<file path="config.mk">
export PLATFORM = sky130hd
export DESIGN_NAME = pipeline_stall_ctrl
export DESIGN_NICKNAME = d
export VERILOG_FILES = /design/src/rtl/pipeline_stall_ctrl_pkg.sv /design/src/rtl/pipeline_stall_ctrl_sat_counter.sv /design/src/rtl/pipeline_stall_ctrl.sv
export SDC_FILE = /design/constraint.sdc
export NUM_CORES = 1
export LEC_CHECK = 0
export CAP_MARGIN = 25
export CORE_MARGIN = 4
export CORE_UTILIZATION = 57
export DETAILED_ROUTE_END_ITERATION = 10
export DONT_BUFFER_PORTS = 1
export PLACE_DENSITY_LB_ADDON = 0.15
export SYNTH_ARGS = -nofsm -noshare
export SYNTH_HDL_FRONTEND = slang
export SYNTH_SLANG_ARGS = --single-unit
</file>
<file path="constraint.sdc">
create_clock -name clk -period 4.2 [get_ports clk]
set_input_delay 1.05 -clock clk [delete_from_list [all_inputs] [get_ports clk]]
set_output_delay 1.05 -clock clk [all_outputs]
set_load 0.01 [all_outputs]
</file>
<file path="src/rtl/pipeline_stall_ctrl_pkg.sv">
// Shared types for the pipeline sequencer: FSM state encoding and the
// per-stage control vector with its canned values.
package pipeline_stall_ctrl_pkg;

  typedef enum logic [1:0] {
    ST_INIT     = 2'd0,
    ST_RUN      = 2'd1,
    ST_MEM_WAIT = 2'd2,
    ST_MD_WAIT  = 2'd3
  } state_e;

  typedef struct packed {
    logic pc_we;
    logic pc_sel_br;
    logic ifid_we;
    logic ifid_flush;
    logic idex_we;
    logic idex_flush;
    logic exmem_we;
    logic exmem_flush;
    logic memwb_we;
  } ctrl_t;

  localparam ctrl_t CTRL_NORMAL = '{
    pc_we: 1'b1, pc_sel_br: 1'b0, ifid_we: 1'b1, ifid_flush: 1'b0,
    idex_we: 1'b1, idex_flush: 1'b0, exmem_we: 1'b1, exmem_flush: 1'b0,
    memwb_we: 1'b1
  };

  localparam ctrl_t CTRL_FREEZE = '0;

  localparam ctrl_t CTRL_INIT = '{
    pc_we: 1'b0, pc_sel_br: 1'b0, ifid_we: 1'b0, ifid_flush: 1'b1,
    idex_we: 1'b0, idex_flush: 1'b1, exmem_we: 1'b0, exmem_flush: 1'b1,
    memwb_we: 1'b0
  };

  // Front end held while the mul/div runs; EX/MEM takes bubbles, MEM/WB drains.
  localparam ctrl_t CTRL_MD_HOLD = '{
    pc_we: 1'b0, pc_sel_br: 1'b0, ifid_we: 1'b0, ifid_flush: 1'b0,
    idex_we: 1'b0, idex_flush: 1'b0, exmem_we: 1'b1, exmem_flush: 1'b1,
    memwb_we: 1'b1
  };

endpackage

</file>
<file path="src/rtl/pipeline_stall_ctrl_sat_counter.sv">
// Saturating up-counter with synchronous clear; clear beats increment.
module pipeline_stall_ctrl_sat_counter #(
  parameter int CNT_W = 32
) (
  input  logic             clk,
  input  logic             rst_n,
  input  logic             inc_i,
  input  logic             clr_i,
  output logic [CNT_W-1:0] cnt_o
);

  logic [CNT_W-1:0] cnt_q, cnt_d;

  always_comb begin
    // NOTE: default assigned first so no path through this block infers a latch.
    cnt_d = cnt_q;
    if (clr_i) begin
      cnt_d = '0;
    end else if (inc_i && (cnt_q != '1)) begin
      cnt_d = cnt_q + CNT_W'(1);
    end
  end

  // NOTE: non-blocking assignment keeps register updates independent of statement order.
  always_ff @(posedge clk or negedge rst_n) begin
    if (!rst_n) cnt_q <= '0;
    else        cnt_q <= cnt_d;
  end

  assign cnt_o = cnt_q;

endmodule

</file>
<file path="src/rtl/pipeline_stall_ctrl.sv">
// Central 5-stage pipeline sequencer: folds hazard stall, branch redirect,
// data-memory wait and mul/div busy into per-stage enables and flushes.
module pipeline_stall_ctrl
  import pipeline_stall_ctrl_pkg::*;
#(
  parameter int CNT_W      = 32,
  parameter int MD_TIMEOUT = 64
) (
  input  logic             clk,
  input  logic             rst_n,
  input  logic             hz_stall,
  input  logic             br_taken,
  input  logic             mem_busy,
  input  logic             md_start,
  input  logic             md_done,
  input  logic             perf_clr,
  output logic             pc_we,
  output logic             pc_sel_br,
  output logic             ifid_we,
  output logic             ifid_flush,
  output logic             idex_we,
  output logic             idex_flush,
  output logic             exmem_we,
  output logic             exmem_flush,
  output logic             memwb_we,
  output logic             md_err,
  output logic [CNT_W-1:0] stall_cnt,
  output logic [CNT_W-1:0] flush_cnt
);

  localparam int              MD_W    = $clog2(MD_TIMEOUT);
  localparam logic [MD_W-1:0] MD_LAST = MD_W'(MD_TIMEOUT - 1);

  state_e          state_q, state_d;
  logic [MD_W-1:0] md_cnt_q, md_cnt_d;
  logic            md_err_q, md_err_d;
  logic            done_pend_q, done_pend_d;

  ctrl_t  ctrl;
  logic   br_flush;

  ctrl_t  run_ctrl;
  state_e run_next;
  logic   run_md_go;
  logic   run_br;

  // RUN decision; MEM_WAIT reuses it because a still-busy memory yields the
  // same freeze and stays in MEM_WAIT.
  always_comb begin
    run_ctrl  = CTRL_NORMAL;
    run_next  = ST_RUN;
    run_md_go = 1'b0;
    run_br    = 1'b0;
    if (mem_busy) begin
      run_ctrl = CTRL_FREEZE;
      run_next = ST_MEM_WAIT;
    end else if (md_start) begin
      run_ctrl  = CTRL_MD_HOLD;
      run_next  = ST_MD_WAIT;
      run_md_go = 1'b1;
    end else if (hz_stall) begin
      run_ctrl.pc_we      = 1'b0;
      run_ctrl.ifid_we    = 1'b0;
      run_ctrl.idex_flush = 1'b1;
    end else if (br_taken) begin
      run_ctrl.pc_sel_br  = 1'b1;
      run_ctrl.ifid_flush = 1'b1;
      run_br              = 1'b1;
    end
  end

  always_comb begin
    ctrl        = CTRL_FREEZE;
    state_d     = state_q;
    md_cnt_d    = md_cnt_q;
    md_err_d    = md_err_q;
    done_pend_d = done_pend_q;
    br_flush    = 1'b0;
    unique case (state_q)
      ST_INIT: begin
        ctrl    = CTRL_INIT;
        state_d = ST_RUN;
      end
      ST_RUN, ST_MEM_WAIT: begin
        ctrl     = run_ctrl;
        state_d  = run_next;
        br_flush = run_br;
        if (run_md_go) begin
          md_cnt_d    = '0;
          done_pend_d = 1'b0;
        end
      end
      ST_MD_WAIT: begin
        if (!mem_busy && (md_done || done_pend_q)) begin
          ctrl         = CTRL_MD_HOLD;
          ctrl.idex_we = 1'b1;
          state_d      = ST_RUN;
          done_pend_d  = 1'b0;
        end else if (mem_busy) begin
          // A completion during a memory freeze is remembered, and the timeout
          // count parks at its last value so it cannot wrap past expiry.
          ctrl = CTRL_FREEZE;
          if (md_done) done_pend_d = 1'b1;
          if (md_cnt_q != MD_LAST) md_cnt_d = md_cnt_q + MD_W'(1);
        end else begin
          ctrl = CTRL_MD_HOLD;
          if (md_cnt_q == MD_LAST) begin
            md_err_d = 1'b1;
            state_d  = ST_RUN;
          end else begin
            md_cnt_d = md_cnt_q + MD_W'(1);
          end
        end
      end
      default: ;
    endcase
  end

  always_ff @(posedge clk or negedge rst_n) begin
    if (!rst_n) begin
      state_q     <= ST_INIT;
      md_cnt_q    <= '0;
      md_err_q    <= 1'b0;
      done_pend_q <= 1'b0;
    end else begin
      state_q     <= state_d;
      md_cnt_q    <= md_cnt_d;
      md_err_q    <= md_err_d;
      done_pend_q <= done_pend_d;
    end
  end

  pipeline_stall_ctrl_sat_counter #(.CNT_W(CNT_W)) u_stall_cnt (
    .clk   (clk),
    .rst_n (rst_n),
    .inc_i ((state_q != ST_INIT) && !ctrl.pc_we),
    .clr_i (perf_clr),
    .cnt_o (stall_cnt)
  );

  pipeline_stall_ctrl_sat_counter #(.CNT_W(CNT_W)) u_flush_cnt (
    .clk   (clk),
    .rst_n (rst_n),
    .inc_i (br_flush),
    .clr_i (perf_clr),
    .cnt_o (flush_cnt)
  );

  assign pc_we       = ctrl.pc_we;
  assign pc_sel_br   = ctrl.pc_sel_br;
  assign ifid_we     = ctrl.ifid_we;
  assign ifid_flush  = ctrl.ifid_flush;
  assign idex_we     = ctrl.idex_we;
  assign idex_flush  = ctrl.idex_flush;
  assign exmem_we    = ctrl.exmem_we;
  assign exmem_flush = ctrl.exmem_flush;
  assign memwb_we    = ctrl.memwb_we;
  assign md_err      = md_err_q;

endmodule

</file>
Yosys cells after proc, flatten, opt, wreduce, memory -nomap -nowiden
Index checks and enable logic that the tools add are counted.

cells by class
  order comparisons = 0
  eq/ne operators = 15
  shift-type cells = 0
  $add $sub $neg = 3
  divide/modulo/power cells = 0
  bitwise operators = 2
  mux-type cells = 38
  multipliers = 0
  reductions and logical operators = 17

operators with widths
  cell                                                                    count
  32-bit 2-to-1 mux                                                       4
  32-bit by 1-bit adder with 32-bit output (second input constant)        2
  32-bit inequality test (second input constant)                          2
  6-bit 2-to-1 mux                                                        5
  9-bit case mux with 3 select lines                                      1
  3-bit inequality test (second input constant)                           6
  1-bit 2-to-1 mux                                                        15
  2-bit 2-to-1 mux                                                        6
  6-bit case mux with 2 select lines                                      1
  9-bit 2-to-1 mux                                                        1
  4-bit AND reduction                                                     2
  2-bit nonzero test                                                      4
  6-bit by 1-bit adder with 6-bit output (second input constant)          1
  6-bit equality test (second input constant)                             1
  6-bit inequality test (second input constant)                           1
  2-bit case mux with 3 select lines                                      1
  5-bit 2-to-1 mux                                                        1
  5-bit AND reduction                                                     1
  2-bit equality test (second input constant)                             2
  1-bit logical AND                                                       4
  4-bit 2-to-1 mux                                                        1
  2-bit inequality test (second input constant)                           2
  3-bit 2-to-1 mux                                                        1
  2-bit by 1-bit equality test with 1-bit output (second input constant)  1
  other kinds (7)                                                         9

word-level totals
  output and inout port bits = 74
  word-level logic and storage cells = 81
  input bits = 8
  RAM bits = 0
  memories kept = 0
  bits in registers = 74
  memory bits (read-only) = 0
  bits in latches = 0

Logic depth before layout (Yosys ltp)
  word-level depth = 10
  gate-level depth with buffers = 8

By module
A second synthesis with hierarchy kept.

unflattened totals
  cells, all modules = 482
  area total of the unflattened synthesis = 4425.5 um^2

modules (own cells, without submodules)
  module                           times used  cells each  area each (um^2)  sequential area each (um^2)
  pipeline_stall_ctrl_sat_counter  2           198         1854.3            800.8
  pipeline_stall_ctrl              1           86          716.9             250.2

Worst setup path after synthesis
No wires, ideal clock.

  path kind = input to output
  start = input mem_busy
  end = output pc_we
  path buffers = 2
  stages on the path = 3
  arrival time = 1.988 ns
  required time = 3.150 ns
  setup slack = 1.162 ns
  cells stage by stage = clkbuf_1 -> nor4_1 -> buf_4

on the way
  cells in the longest elaborated chain, start to end = 2

ends and longest elaborated chain
  what                                RTL line                   RTL
  from (decl)                         pipeline_stall_ctrl.sv:13  input logic mem_busy,
  9-bit 2-to-1 mux                    pipeline_stall_ctrl.sv:54  if (mem_busy) begin
  9-bit case mux with 3 select lines  pipeline_stall_ctrl.sv:79  unique case (state_q)
  to (decl)                           pipeline_stall_ctrl.sv:17  output logic pc_we,

Every way passes these cells.

Worst setup path after layout
  start = register state_q[0]
  end = output ifid_flush

on the way
  cells in the longest elaborated chain, start to end = 3
  elaborated cells on any way between the ends = 6
  those cells by class = 3 x eq/ne; 1 x mux; 2 x reduce/logical

ends and longest elaborated chain
  what                                                                                          RTL line                    RTL
  from (decl)                                                                                   pipeline_stall_ctrl.sv:34   state_e state_q, state_d;
  from (signal assigned)                                                                        pipeline_stall_ctrl.sv:126  state_q <= state_d;
  2-bit by 1-bit equality test with 1-bit output / 2-bit equality test (equally long branches)  pipeline_stall_ctrl.sv:79
  2-bit OR reduction                                                                            pipeline_stall_ctrl.sv:79
  9-bit case mux with 3 select lines (*)                                                        pipeline_stall_ctrl.sv:79
  to (decl)                                                                                     pipeline_stall_ctrl.sv:20   output logic ifid_flush,

Every way passes the cells marked *; elsewhere a longest branch is shown, timed or not.

==> summary.txt <==
Layout Nets -> 478
Slowest cell on the critical path -> ha_1
Post-route fraction of the period consumed by the critical path -> 0.766
Clock tree from TritonCTS -> built
Data required time of the worst path -> 3.15 ns
Number of flip-flops and latches in the synthesized netlist -> 74
Placeable core area -> 0.00694 sq mm
Share of total power consumed by net switching -> 0.310
Area grow syn2layout -> 5.92%
Cts bufs inserted -> 9
WP data arrival -> 2.17 ns
Slack of the worst reg-to-reg path -> 1.35 ns
Max-slew headroom -> 0.364
Number of hold-slack violations in the final timing report -> 0
Netlist area before placement -> 0.00419 sq mm
Total power of the final layout -> 1.63 mW
Count of buffers from port buffering -> 0
Number of clock sinks -> 74
Sum of routed wire length over all layers -> 9700 microns
Pin count of the biggest net entering global routing -> 75
Count of flip-flops with a built-in enable after synthesis -> 0
Setup repair after global routing missed its margin -> false
Routed len/inst -> 17.1 microns
Area of the die -> 0.00878 sq mm
Clock latency on the worst-skew pair -> 0.34 ns
Boundary Pins -> 82
Total global routing track utilization -> 0.228
Sequential-to-total area share from yosys stat -> 0.442
Syn_nets -> 485
Setup slack of the critical path after layout -> 0.982 ns
Mean instance size in the synthesized netlist -> 8.87 sq um
Share of flip-flops with an asynchronous set or reset -> 1.00
Core Rows -> 30
CP max stage delay -> 0.47 ns
Static Leak -> 1.63 nW
Post-route setup TNS -> 0 ns
Number of antenna violations at the first check in global routing -> 0
Path type of the worst setup path -> reg -> out
Antenna diode instance count -> 0
Max Cap Violations -> 0
Commonest non-fill, non-tap cells in the layout -> 74 x dfrtp_1, 55 x a21oi_1, 47 x o21ai_0, 38 x or3_1, 30 x nand2_1
Overall die width -> 93.7 microns
Post-detail-place hpwl -> 6650 microns
VDD IR max -> 0.237 mV
RePlAce Congestion -> 0.880
Final Max Slew Viols -> 0
Post-synthesis cell count -> 472
Nature of the critical path startpoint -> flip-flop
Total of warnings raised by yosys -> 0
Pre-antenna DRT Iters -> 4
Proportion of power drawn by flip-flops and latches -> 0.480
Critical path endpoint category -> primary output
Final global-route overflow total -> 0
Initial detailed-routing violation count -> 195
Power per unit of standard cell area -> 369 mW/mm^2
Setup violation total in the final timing report -> 0
Global-route wire length before repair -> 16500 microns
Setup bufs post-CTS -> 0
Via count normalized by instance count -> 6.51
Buffer and inverter count on the worst path -> 1
Crit path time final -> 3.22 ns
Final setup skew -> 0.00767 ns
Vias after detailed routing -> 3686
Clock transition time at the flip-flop clock pins of the worst setup and hold paths -> 0.08 ns
Critical path cell sequence -> inv_1 -> ha_1 -> nor4b_4 -> nand2_1 -> nand2b_1
Worst Tran Pin Value -> 0.945 ns
Antenna-violating nets left -> 0
Worst hold path type -> in -> async
Cell-internal power -> 1.13 mW
Dominant delay contributor by cell family on the critical path -> simple AND/OR/NAND/NOR gates
Root buffer cell -> clkbuf_8
Largest driver fanout on the critical path -> 11
Leading cell type in the layout, fill and taps excluded -> dfrtp_1
CTS Buffer Depth -> 2
Power share of the combinational group -> 0.191
Fraction of layout cells with a size suffix above 1 -> 0.0723
Outcome -> complete, no violations
Highest clock frequency the design can meet -> 311 MHz
Net Sw Power -> 0.506 mW
Number of gates given a new drive strength after cts -> 0
Starting density of the core -> 0.603
Number of H-tree levels -> 3
Hold buffers post-CTS -> 0
Fraction of power consumed by the clock network -> 0.329
Number of global-route vias before repair -> 3459
Remaining routing DRC violations -> 0
Pre-CTS WS -> 1.19 ns
Most instantiated flip-flop cell in the synthesis netlist -> dfrtp_1
Library cells used by synthesis -> 49
Die span in y -> 93.7 microns
==> state kept, by name, summed over array words and instances, names as in the netlist <==
signal,cells
u_flush_cnt.cnt_o,32
state_q,2
md_err,1
u_stall_cnt.cnt_o,32
md_cnt_q,6
done_pend_q,1
==> through the flow <==
stage / hold WS (ns) / cell area, sq um / util / cells
after CTS: 0.376 / 4430 / 0.638 / 566
after detailed placement: 0.511 / 4250 / 0.612 / 550
after global placement: 0.496 / 4240 / 0.610 / 549
final: 0.392 / 4430 / 0.638 / 566
after floorplan: 0.479 / 4190 / - / 472
after global routing: 0.371 / 4430 / 0.638 / 566
==> cell type report <==
type                    instances  area (sq um)
fillers                       589          2510
multi-input cells             364          2200
flip-flops and latches         74          1850
clock buffers                  10           128
well taps                      96           120
clock inverters                 6          57.6
inverters                      13          48.8
repair buffers                  3          26.3
==> layer usage <==
| metal | share of wire | vias to the layer above | GRT usage |
|---|---|---|---|
| li1 | - | 1768 | - |
| met1 | 0.44 | 1814 | 0.296 |
| met2 | 0.47 | 99 | 0.359 |
| met3 | 0.080 | 5 | 0.0681 |
| met4 | 0.0088 | 0 | 0.0903 |
| met5 | 0 | - | 0 |
==> cell usage after synthesis (2+ instances only) <==
library cell | n | area [sq um]
nand2b_1 | 3 | 18.8
and2_1 | 4 | 25.0
nand2_1 | 30 | 113
nor4_1 | 7 | 43.8
o2111ai_1 | 2 | 17.5
inv_1 | 13 | 48.8
o41ai_1 | 3 | 26.3
nand4b_1 | 3 | 26.3
or2_2 | 3 | 18.8
a31oi_1 | 2 | 12.5
nand3_1 | 24 | 120
or4_1 | 9 | 67.6
nor2_1 | 28 | 105
o21ai_0 | 47 | 235
ha_1 | 5 | 62.6
and4_1 | 8 | 70.1
a21oi_1 | 55 | 275
xnor2_1 | 10 | 87.6
nor2b_1 | 7 | 43.8
xor2_1 | 2 | 17.5
nand3b_1 | 2 | 15.0
nand4_1 | 20 | 125
dfrtp_1 | 74 | 1850
mux2_2 | 6 | 67.6
or3_1 | 38 | 238
o211ai_1 | 2 | 15.0
a311oi_1 | 2 | 17.5
a211oi_1 | 4 | 30.0
clkbuf_1 | 18 | 67.6
nor3_1 | 6 | 30.0
and3_1 | 6 | 37.5
buf_4 | 3 | 22.5
o31ai_1 | 10 | 75.1
==> worst register-to-register path: stages, from the launching register on <==
cell and delay, ns:
dfrtp_1 0.38, inv_1 0.06, ha_1 0.47, nor4b_4 0.47, nand4_1 0.34, or4_4 0.59
or4_1 0.42, nand2_1 0.08
==> final timing paths <==
kind                                          from  cells past startpoint                           endpoint
min reg2reg                done_pend_q$_DFFE_PN0P_                      2            done_pend_q$_DFFE_PN0P_
min in group clk           done_pend_q$_DFFE_PN0P_                      2            done_pend_q$_DFFE_PN0P_
max in group asynchronous                    rst_n                      0  u_flush_cnt.cnt_o[17]$_DFFE_PN0P_
max                         state_q[0]$_DFFE_PN0P_                      5                         ifid_flush
max reg2reg                 state_q[0]$_DFFE_PN0P_                      7  u_flush_cnt.cnt_o[26]$_DFFE_PN0P_
min                                          rst_n                      0   u_stall_cnt.cnt_o[9]$_DFFE_PN0P_
==> power groups by stage <==
stage / clock [mW] / combinational (mW) / sequential, mW
final: 0.537 / 0.312 / 0.785
after floorplan: 0 / 0.290 / 0.789
after global placement: 0 / 0.302 / 0.798
after global routing: 0.576 / 0.357 / 0.791
after detailed placement: 0 / 0.312 / 0.799
after CTS: 0.547 / 0.312 / 0.785
==> logic make-up after synthesis <==
group	Yosys count	synth area share
xor gates and xnor gates	12	0.0251
muxes	6	0.0161
DFF	74	0.442
and+or+nand+nor	206	0.284
AOI/OAI and AO/OA	135	0.184
buffers and inverters	34	0.0332
adders and majority gates	5	0.0149
(Power assumes the default switching activity.)
